## config.mk

```make
export PLATFORM = sky130hd
export DESIGN_NAME = application_selector_cpu_oci_dct_sequencer
export DESIGN_NICKNAME = d
export VERILOG_FILES = /design/src/rtl/application_selector_cpu_oci_dct_sequencer.sv
export SDC_FILE = /design/constraint.sdc
export NUM_CORES = 1
export LEC_CHECK = 0
export CORE_AREA = 2 2 85 87
export DETAILED_ROUTE_END_ITERATION = 8
export DIE_AREA = 0 0 87 89
export PLACE_DENSITY = 0.78
export SYNTH_ARGS = -nofsm -noshare
export SYNTH_HDL_FRONTEND = slang
export SYNTH_SLANG_ARGS = --single-unit
```

## constraint.sdc

```tcl
create_clock -name clk -period 3.6 [get_ports clk]
set_input_delay 0.72 -clock clk [delete_from_list [all_inputs] [get_ports clk]]
set_output_delay 0.72 -clock clk [all_outputs]
set_load 0.005 [all_outputs]
```

## src/rtl/application_selector_cpu_oci_dct_sequencer.sv

```systemverilog
// application_selector_cpu_oci_dct_sequencer
// Packs 2-bit trace fragments into 15-slot (30-bit) frames and hands them off
// through a single-entry frame register. When the test ends, any partial
// accumulator is drained as a short frame and the block parks in ENDED.
// Optional feature: define DCT_TIMEOUT_FLUSH_EN to flush a partial
// accumulator after TIMEOUT_CYCLES idle cycles.

module application_selector_cpu_oci_dct_sequencer #(
  parameter int TIMEOUT_CYCLES = 64
) (
  input  logic        clk,
  input  logic        reset_n,
  input  logic        frag_valid,
  input  logic [1:0]  frag_data,
  output logic        frag_ready,
  input  logic        test_ending,
  output logic        frame_valid,
  input  logic        frame_ready,
  output logic [29:0] frame_data,
  output logic [3:0]  frame_count,
  output logic [29:0] dct_buffer,
  output logic [3:0]  dct_count,
  output logic        test_has_ended
);

  typedef enum logic [1:0] {
    S_COLLECT = 2'd0,
    S_ENDING  = 2'd1,
    S_ENDED   = 2'd2
  } state_t;

  localparam logic [3:0] SLOTS = 4'd15;

  state_t      r_state;
  state_t      w_nextState;

  logic [29:0] r_buf;
  logic [3:0]  r_count;
  logic [29:0] w_bufNext;
  logic [3:0]  w_countNext;

  logic [29:0] r_frameData;
  logic [3:0]  r_frameCount;
  logic        r_frameValid;
  logic        r_testHasEnded;

  logic        w_frameFree;
  logic        w_accFull;
  logic        w_accEmpty;
  logic        w_fragReady;
  logic        w_accept;
  logic        w_transfer;

  // Elaboration guard: the idle counter is 8 bits and must count at least once
  if (TIMEOUT_CYCLES < 2 || TIMEOUT_CYCLES > 255) begin : g_badTimeout
    $error("TIMEOUT_CYCLES must be within 2..255");
  end

`ifdef DCT_TIMEOUT_FLUSH_EN
  localparam logic [7:0] TIMEOUT_LAST = 8'(TIMEOUT_CYCLES - 1);

  logic [7:0]  r_idleCount;
  logic        w_timeoutHit;

  assign w_timeoutHit = (r_idleCount == TIMEOUT_LAST);
`endif

  // Next-state, handshake and transfer decisions for the sequencer
  always_comb begin
    w_frameFree = !r_frameValid || frame_ready;
    w_accFull   = (r_count == SLOTS);
    w_accEmpty  = (r_count == 4'd0);
    w_fragReady = 1'b0;
    w_transfer  = 1'b0;
    w_nextState = r_state;

    if (r_state == S_COLLECT) begin
      w_fragReady = reset_n && !(w_accFull && !w_frameFree);
    end
    w_accept = frag_valid && w_fragReady;

    case (r_state)
      S_COLLECT: begin
        if (w_frameFree && w_accFull) begin
          w_transfer = 1'b1;
        end
`ifdef DCT_TIMEOUT_FLUSH_EN
        else if (w_frameFree && w_timeoutHit && !w_accEmpty && !w_accept) begin
          w_transfer = 1'b1;
        end
`endif
        if (test_ending) begin
          w_nextState = S_ENDING;
        end
      end
      S_ENDING: begin
        if (w_frameFree && !w_accEmpty) begin
          w_transfer = 1'b1;
        end
        if (w_accEmpty && !r_frameValid) begin
          w_nextState = S_ENDED;
        end
      end
      S_ENDED: begin
        w_nextState = S_ENDED;
      end
      default: begin
        w_nextState = S_COLLECT;
      end
    endcase
  end

  // Accumulator update: a transfer empties it first, so a same-cycle fragment lands in slot 0
  always_comb begin
    w_bufNext   = r_buf;
    w_countNext = r_count;
    if (w_transfer) begin
      w_bufNext   = '0;
      w_countNext = 4'd0;
    end
    if (w_accept) begin
      w_bufNext[{w_countNext, 1'b0} +: 2] = frag_data;
      w_countNext                          = w_countNext + 4'd1;
    end
  end

  // State register
  always_ff @(posedge clk or negedge reset_n) begin
    if (!reset_n) begin
      r_state <= S_COLLECT;
    end else begin
      r_state <= w_nextState;
    end
  end

  // Accumulator registers
  always_ff @(posedge clk or negedge reset_n) begin
    if (!reset_n) begin
      r_buf   <= '0;
      r_count <= 4'd0;
    end else begin
      r_buf   <= w_bufNext;
      r_count <= w_countNext;
    end
  end

  // Frame register: loads on transfer, otherwise holds until the consumer takes it
  always_ff @(posedge clk or negedge reset_n) begin
    if (!reset_n) begin
      r_frameData  <= '0;
      r_frameCount <= 4'd0;
      r_frameValid <= 1'b0;
    end else if (w_transfer) begin
      r_frameData  <= r_buf;
      r_frameCount <= r_count;
      r_frameValid <= 1'b1;
    end else if (frame_ready) begin
      r_frameValid <= 1'b0;
    end
  end

  // Sticky end-of-test flag, raised on the edge that enters ENDED
  always_ff @(posedge clk or negedge reset_n) begin
    if (!reset_n) begin
      r_testHasEnded <= 1'b0;
    end else begin
      r_testHasEnded <= (w_nextState == S_ENDED);
    end
  end

`ifdef DCT_TIMEOUT_FLUSH_EN
  // Idle counter: counts starved cycles with a partial accumulator, saturates at the flush point
  always_ff @(posedge clk or negedge reset_n) begin
    if (!reset_n) begin
      r_idleCount <= 8'd0;
    end else if (r_state != S_COLLECT || w_accept || w_transfer) begin
      r_idleCount <= 8'd0;
    end else if (!w_accEmpty && !w_timeoutHit) begin
      r_idleCount <= r_idleCount + 8'd1;
    end
  end
`endif

  assign frag_ready     = w_fragReady;
  assign frame_valid    = r_frameValid;
  assign frame_data     = r_frameData;
  assign frame_count    = r_frameCount;
  assign dct_buffer     = r_buf;
  assign dct_count      = r_count;
  assign test_has_ended = r_testHasEnded;

endmodule

```

# Word-level counts from Yosys, hierarchy flattened
# Index checks and enable logic that the tools add are counted.
# word_totals
register_bits	72
out_inout_bits	71
# op_classes
n_addsub	2
n_eq_ne	4
n_shift	2
n_mux	14
n_reduce_logical	14
# ops
op	n
30-bit 2-to-1 mux	2
30-bit bitwise mux	1
2-bit by 7-bit variable shift with 30-bit output, first input constant	1
2-bit by 7-bit indexed part select with 30-bit output	1
4-bit 2-to-1 mux	2
5-bit negation with 7-bit output	1
1-bit logical AND	6
2-bit case mux with 3 select lines	1
1-bit 2-to-1 mux	5
4-bit by 1-bit adder with 4-bit output, second input constant	1
2-bit == test, second input constant	2
4-bit == test, second input constant	1
1-bit zero test	4
4-bit zero test	1
2-bit 2-to-1 mux	2
2-bit by 1-bit == test with 1-bit output, second input constant	1
2-bit zero test	1
1-bit case mux with 2 select lines	1
2-bit nonzero test	1
1-bit logical OR	1

# Logic depth before layout (Yosys ltp)
# depth
depth_word	10
mapped_depth	12

# Worst setup path before layout
# OpenSTA, ideal clock, no wires.
# synth_path
path_type	reg2reg
from	register r_count[3] (netlist: dct_count[3])
to	register r_buf[25] (netlist: dct_buffer[25])
setup_time_ns	0.130
t_arrival_ns	2.759
t_required_ns	3.470
setup_slack_ns	0.711
stages_incl_launch_ff	13
path_buffers	2
path_cell_list	dfrtp_1 or4_1 clkbuf_1 o21a_1 nand2_2 buf_6 nand2_1 ha_1 and2_1 nand2_1 a2bb2oi_1 o21a_1 o21ai_0
# synth_between
elab_chain_len	10
elab_cells_between_ends	20
classes_between	add/sub: 1; eq/ne: 1; shift: 2; mux: 8; reduce/logical: 8
# synth_rtl
item	line_no	source
start, declared	38	logic [3:0] r_count;
start signal, assigned	143	r_count <= w_countNext;
4-bit zero test	72	w_accEmpty = (r_count == 4'd0);
1-bit zero test	97	if (w_frameFree && !w_accEmpty) begin
1-bit logical AND	97	
1-bit 2-to-1 mux	97	
1-bit case mux with 2 select lines	82	case (r_state)
4-bit 2-to-1 mux	117	if (w_transfer) begin
5-bit negation with 7-bit output	122	w_bufNext[{w_countNext, 1'b0} +: 2] = frag_data;
2-bit by 7-bit indexed part select with 30-bit output or 2-bit by 7-bit variable shift with 30-bit output (tied branches)	122	
30-bit bitwise mux	122	
30-bit 2-to-1 mux *	121	if (w_accept) begin
net w_bufNext[25]	39	logic [29:0] w_bufNext;
end signal, assigned	142	r_buf <= w_bufNext;
end, declared	37	logic [29:0] r_buf;
# Mark *: on every way through the listed nets, which the timed path passes. The rest lies on a longest branch.
# A chain may end at the register's enable or synchronous reset.

# Final worst setup path
# layout_path
from	register r_count[0] (netlist: dct_count[0])
to	register r_buf[21] (netlist: dct_buffer[21])
# The elaborated chain is that of the path after synthesis.

==> flow_metrics.env <==
export IMPL_synth_top_cells_by_area="dfrtp_1, nand2_1, mux2i_1, nor2_1, ha_1"
export IMPL_worst_ir_drop_vdd_uv=325
export IMPL_hold_viol_final=0
export IMPL_core_area_um2=6720
export IMPL_cp_arrival_ns=3.31
export IMPL_slew_headroom=0.429
export IMPL_syn_cell_area_um2=3300
export IMPL_grt_max_degree=72
export IMPL_synth_net_count=361
export IMPL_cts_tree="done"
export IMPL_hpwlAfterDp_um=5440
export IMPL_swShare=0.362
export IMPL_die_area_um2=7740
export IMPL_drtIter0Drc=229
export IMPL_htreeDepth=3
export IMPL_p_clk_frac=0.258
export IMPL_reg2reg_depth=10
export IMPL_hp_class="input pin to async pin"
export IMPL_nNetsFinal=439
export IMPL_path_clk_slew_ns=0.08
export IMPL_p_int_mw=1.76
export IMPL_async_flop_share=1.00
export IMPL_routedWlPerCell_um=15.4
export IMPL_clk_latency_ns=0.34
export IMPL_slew_viol_final=0
export IMPL_drt_wl_total_um=7870
export IMPL_ys_warn_count=0
export IMPL_multi_input_area_um2=1370
export IMPL_area_delta_synth_final_pct=31.9
export IMPL_antenna_cells=0
export IMPL_drive_gt1_frac=0.0650
export IMPL_tns_ns=0
export IMPL_fin_crit_ns=3.10
export IMPL_cts_resized=0
export IMPL_synth_top_area_frac=0.546
export IMPL_drt_pass1_iterations=4
export IMPL_dp_cells=496
export IMPL_dieWidth_um=87
export IMPL_cp_end_kind="register"
export IMPL_pin_count=78
export IMPL_portBuffers=77
export IMPL_rsz0062_at_grt="no"
export IMPL_via_per_inst=5.35
export IMPL_seq_area_frac_synth=0.546
export IMPL_fin_crit_sh=0.862
export IMPL_worstReg2RegEnd="dct_buffer[21]$_DFF_PN0_"
export IMPL_clock_skew_ns=0.00965
export IMPL_seqPwrFrac=0.371
export IMPL_drv_cap=0
export IMPL_worst_pin_slew_ns=0.856
export IMPL_vias=2734
export IMPL_ys_top_cells_by_count="nand2_1, dfrtp_1, mux2i_1, nor2_1, nand2b_1"
export IMPL_synth_edf_count=0
export IMPL_clockRootBuffer="clkbuf_8"
export IMPL_die_h_um=89
export IMPL_grt_pass1_wl_um=12900
export IMPL_antenna_found_initial=0
export IMPL_grt_overflow=0
export IMPL_fmax_mhz=322
export IMPL_stdcell_count=511
export IMPL_reg2reg_slack_ns=0.50
export IMPL_placementRows=30
export IMPL_timing_rr_start="dct_count[0]$_DFF_PN0_"
export IMPL_antenna_left=0
export IMPL_post_route_drc_count=0
export IMPL_fillerInstances=527
export IMPL_synth_seq_cells=72
export IMPL_cts_setup_buffers=0
export IMPL_avgSynthCellArea_um2=9.46
export IMPL_crit_fanout=13
export IMPL_routabilityCongestion=0.879
export IMPL_p_leak_nw=2.12
export IMPL_start_kind="register"
export IMPL_groute_usage_overall=0.217
export IMPL_seq_area_um2=1800
export IMPL_clock_path_buffers=2
export IMPL_required_ns=3.81
export IMPL_cellPowerDensity_nw_per_um2=634
export IMPL_p_comb_frac=0.371
export IMPL_synth_ff_type="dfrtp_1"
export IMPL_yosysUniqueCellTypes=41
export IMPL_yosysMostFrequentCell="nand2_1"
export IMPL_syn_inst=349
export IMPL_synth_top_area_cell="dfrtp_1"
export IMPL_setup_viol=0
export IMPL_setup_worst_path_class="register to register"
export IMPL_grt_pass1_vias=2699
export IMPL_p_sw_uw=999
export IMPL_hold_buffers=0
export IMPL_status="completed"
export IMPL_initial_utilization=0.491
export IMPL_clock_sinks=72
export IMPL_cts_buffers=9
## final cells by class
type	instances	area share
flip-flops and latches	72	0.414
multi-input cells	254	0.315
repair buffers	85	0.193
clock buffers	10	0.0316
well taps	80	0.0230
clock inverters	5	0.0187
inverters	5	0.00431
## worst max path at each step
| stage | startpoint | to | slack (ns) | cells after the start |
|---|---|---|---|---|
| after global routing | dct_count[0]$_DFF_PN0_ | dct_buffer[25]$_DFF_PN0_ | 0.25 | 10 |
| after floorplan | dct_count[3]$_DFF_PN0_ | dct_buffer[25]$_DFF_PN0_ | 0.71 | 12 |
| final | dct_count[0]$_DFF_PN0_ | dct_buffer[21]$_DFF_PN0_ | 0.50 | 10 |
| after global placement | frame_ready | dct_buffer[25]$_DFF_PN0_ | 0.38 | 11 |
| after CTS | dct_count[0]$_DFF_PN0_ | dct_buffer[25]$_DFF_PN0_ | 0.54 | 10 |
| after detailed placement | frame_ready | dct_buffer[25]$_DFF_PN0_ | 0.32 | 11 |
## registers in the layout, summed over array words and instances, names as in the netlist
register        flops
frame_data         30
dct_buffer         30
dct_count           4
test_has_ended      1
r_state             2
frame_count         4
frame_valid         1
## logic make-up (layout without fill, tap and decap cells)
kind of cell               after synthesis  count (layout)  synth area share
DFF                                     72              72             0.546
adders and majority gates                5               5            0.0190
and+or+nand+nor                        192             192             0.252
xor gates and xnor gates                 3               3           0.00796
AOI/OAI and AO/OA                       30              30            0.0637
muxes                                   24              24            0.0728
buffers and inverters                   23             105            0.0383
## metrics by stage
stage | power [mW] | instance area [µm²] | worst slack [ns] | hold WS [ns] | util
2_1_floorplan | 1.67 | 3300 | 0.711 | 0.424 | -
3_3_place_gp | 2.03 | 4130 | 0.378 | 0.456 | 0.615
3_5_place_dp | 2.05 | 4130 | 0.320 | 0.462 | 0.615
4_1_cts | 2.76 | 4350 | 0.539 | 0.144 | 0.648
5_1_grt | 2.92 | 4350 | 0.251 | 0.136 | 0.648
6_report | 2.76 | 4350 | 0.498 | 0.157 | 0.648
## cell usage in the layout, fill, tap and decap left out, types with 2 or more instances in the layout
| master | count |
|---|---|
| clkbuf_8 | 10 |
| o21a_1 | 3 |
| nor3_1 | 2 |
| o211ai_1 | 4 |
| o21ai_0 | 4 |
| a21oi_1 | 3 |
| o31ai_1 | 5 |
| buf_4 | 8 |
| ha_1 | 5 |
| clkdlybuf4s50_1 | 76 |
| a31oi_1 | 2 |
| nor2b_1 | 2 |
| o22ai_1 | 2 |
| or3_1 | 2 |
| nand4b_1 | 2 |
| nand2b_1 | 9 |
| dfrtp_1 | 72 |
| xnor2_1 | 2 |
| or2_2 | 2 |
| and3_1 | 4 |
| and2_1 | 4 |
| nand2_1 | 131 |
| nand3_1 | 6 |
| mux2i_1 | 24 |
| bufinv_16 | 2 |
| a22o_1 | 2 |
| nor2_1 | 19 |
| nand4_1 | 3 |
| inv_1 | 5 |
## layer usage
metal | global-route usage | part of all wire
met4 | 0.0909 | 0.015
met3 | 0.0489 | 0.050
met5 | 0 | 0
met2 | 0.339 | 0.47
met1 | 0.292 | 0.47
## power by group through the flow
stage,Combinational (mW),Clock [mW],Sequential (mW)
floorplan,0.657,0,1.01
global placement,0.996,0,1.03
detailed placement,1.02,0,1.04
CTS,1.02,0.718,1.02
global route,1.13,0.755,1.04
finish,1.02,0.713,1.02
## worst max-delay path, cell delays in order (launching register included)
cell       delay [ns]
dfrtp_1          0.53
or4_1            0.65
o21a_1           0.18
nand2_2          0.10
nand2_1          0.13
ha_1             0.33
and2_1           0.21
nand2_1          0.07
a2bb2oi_1        0.43
o21a_1           0.26
o31ai_1          0.10
No activity file was read; power rests on OpenSTA's default activity.
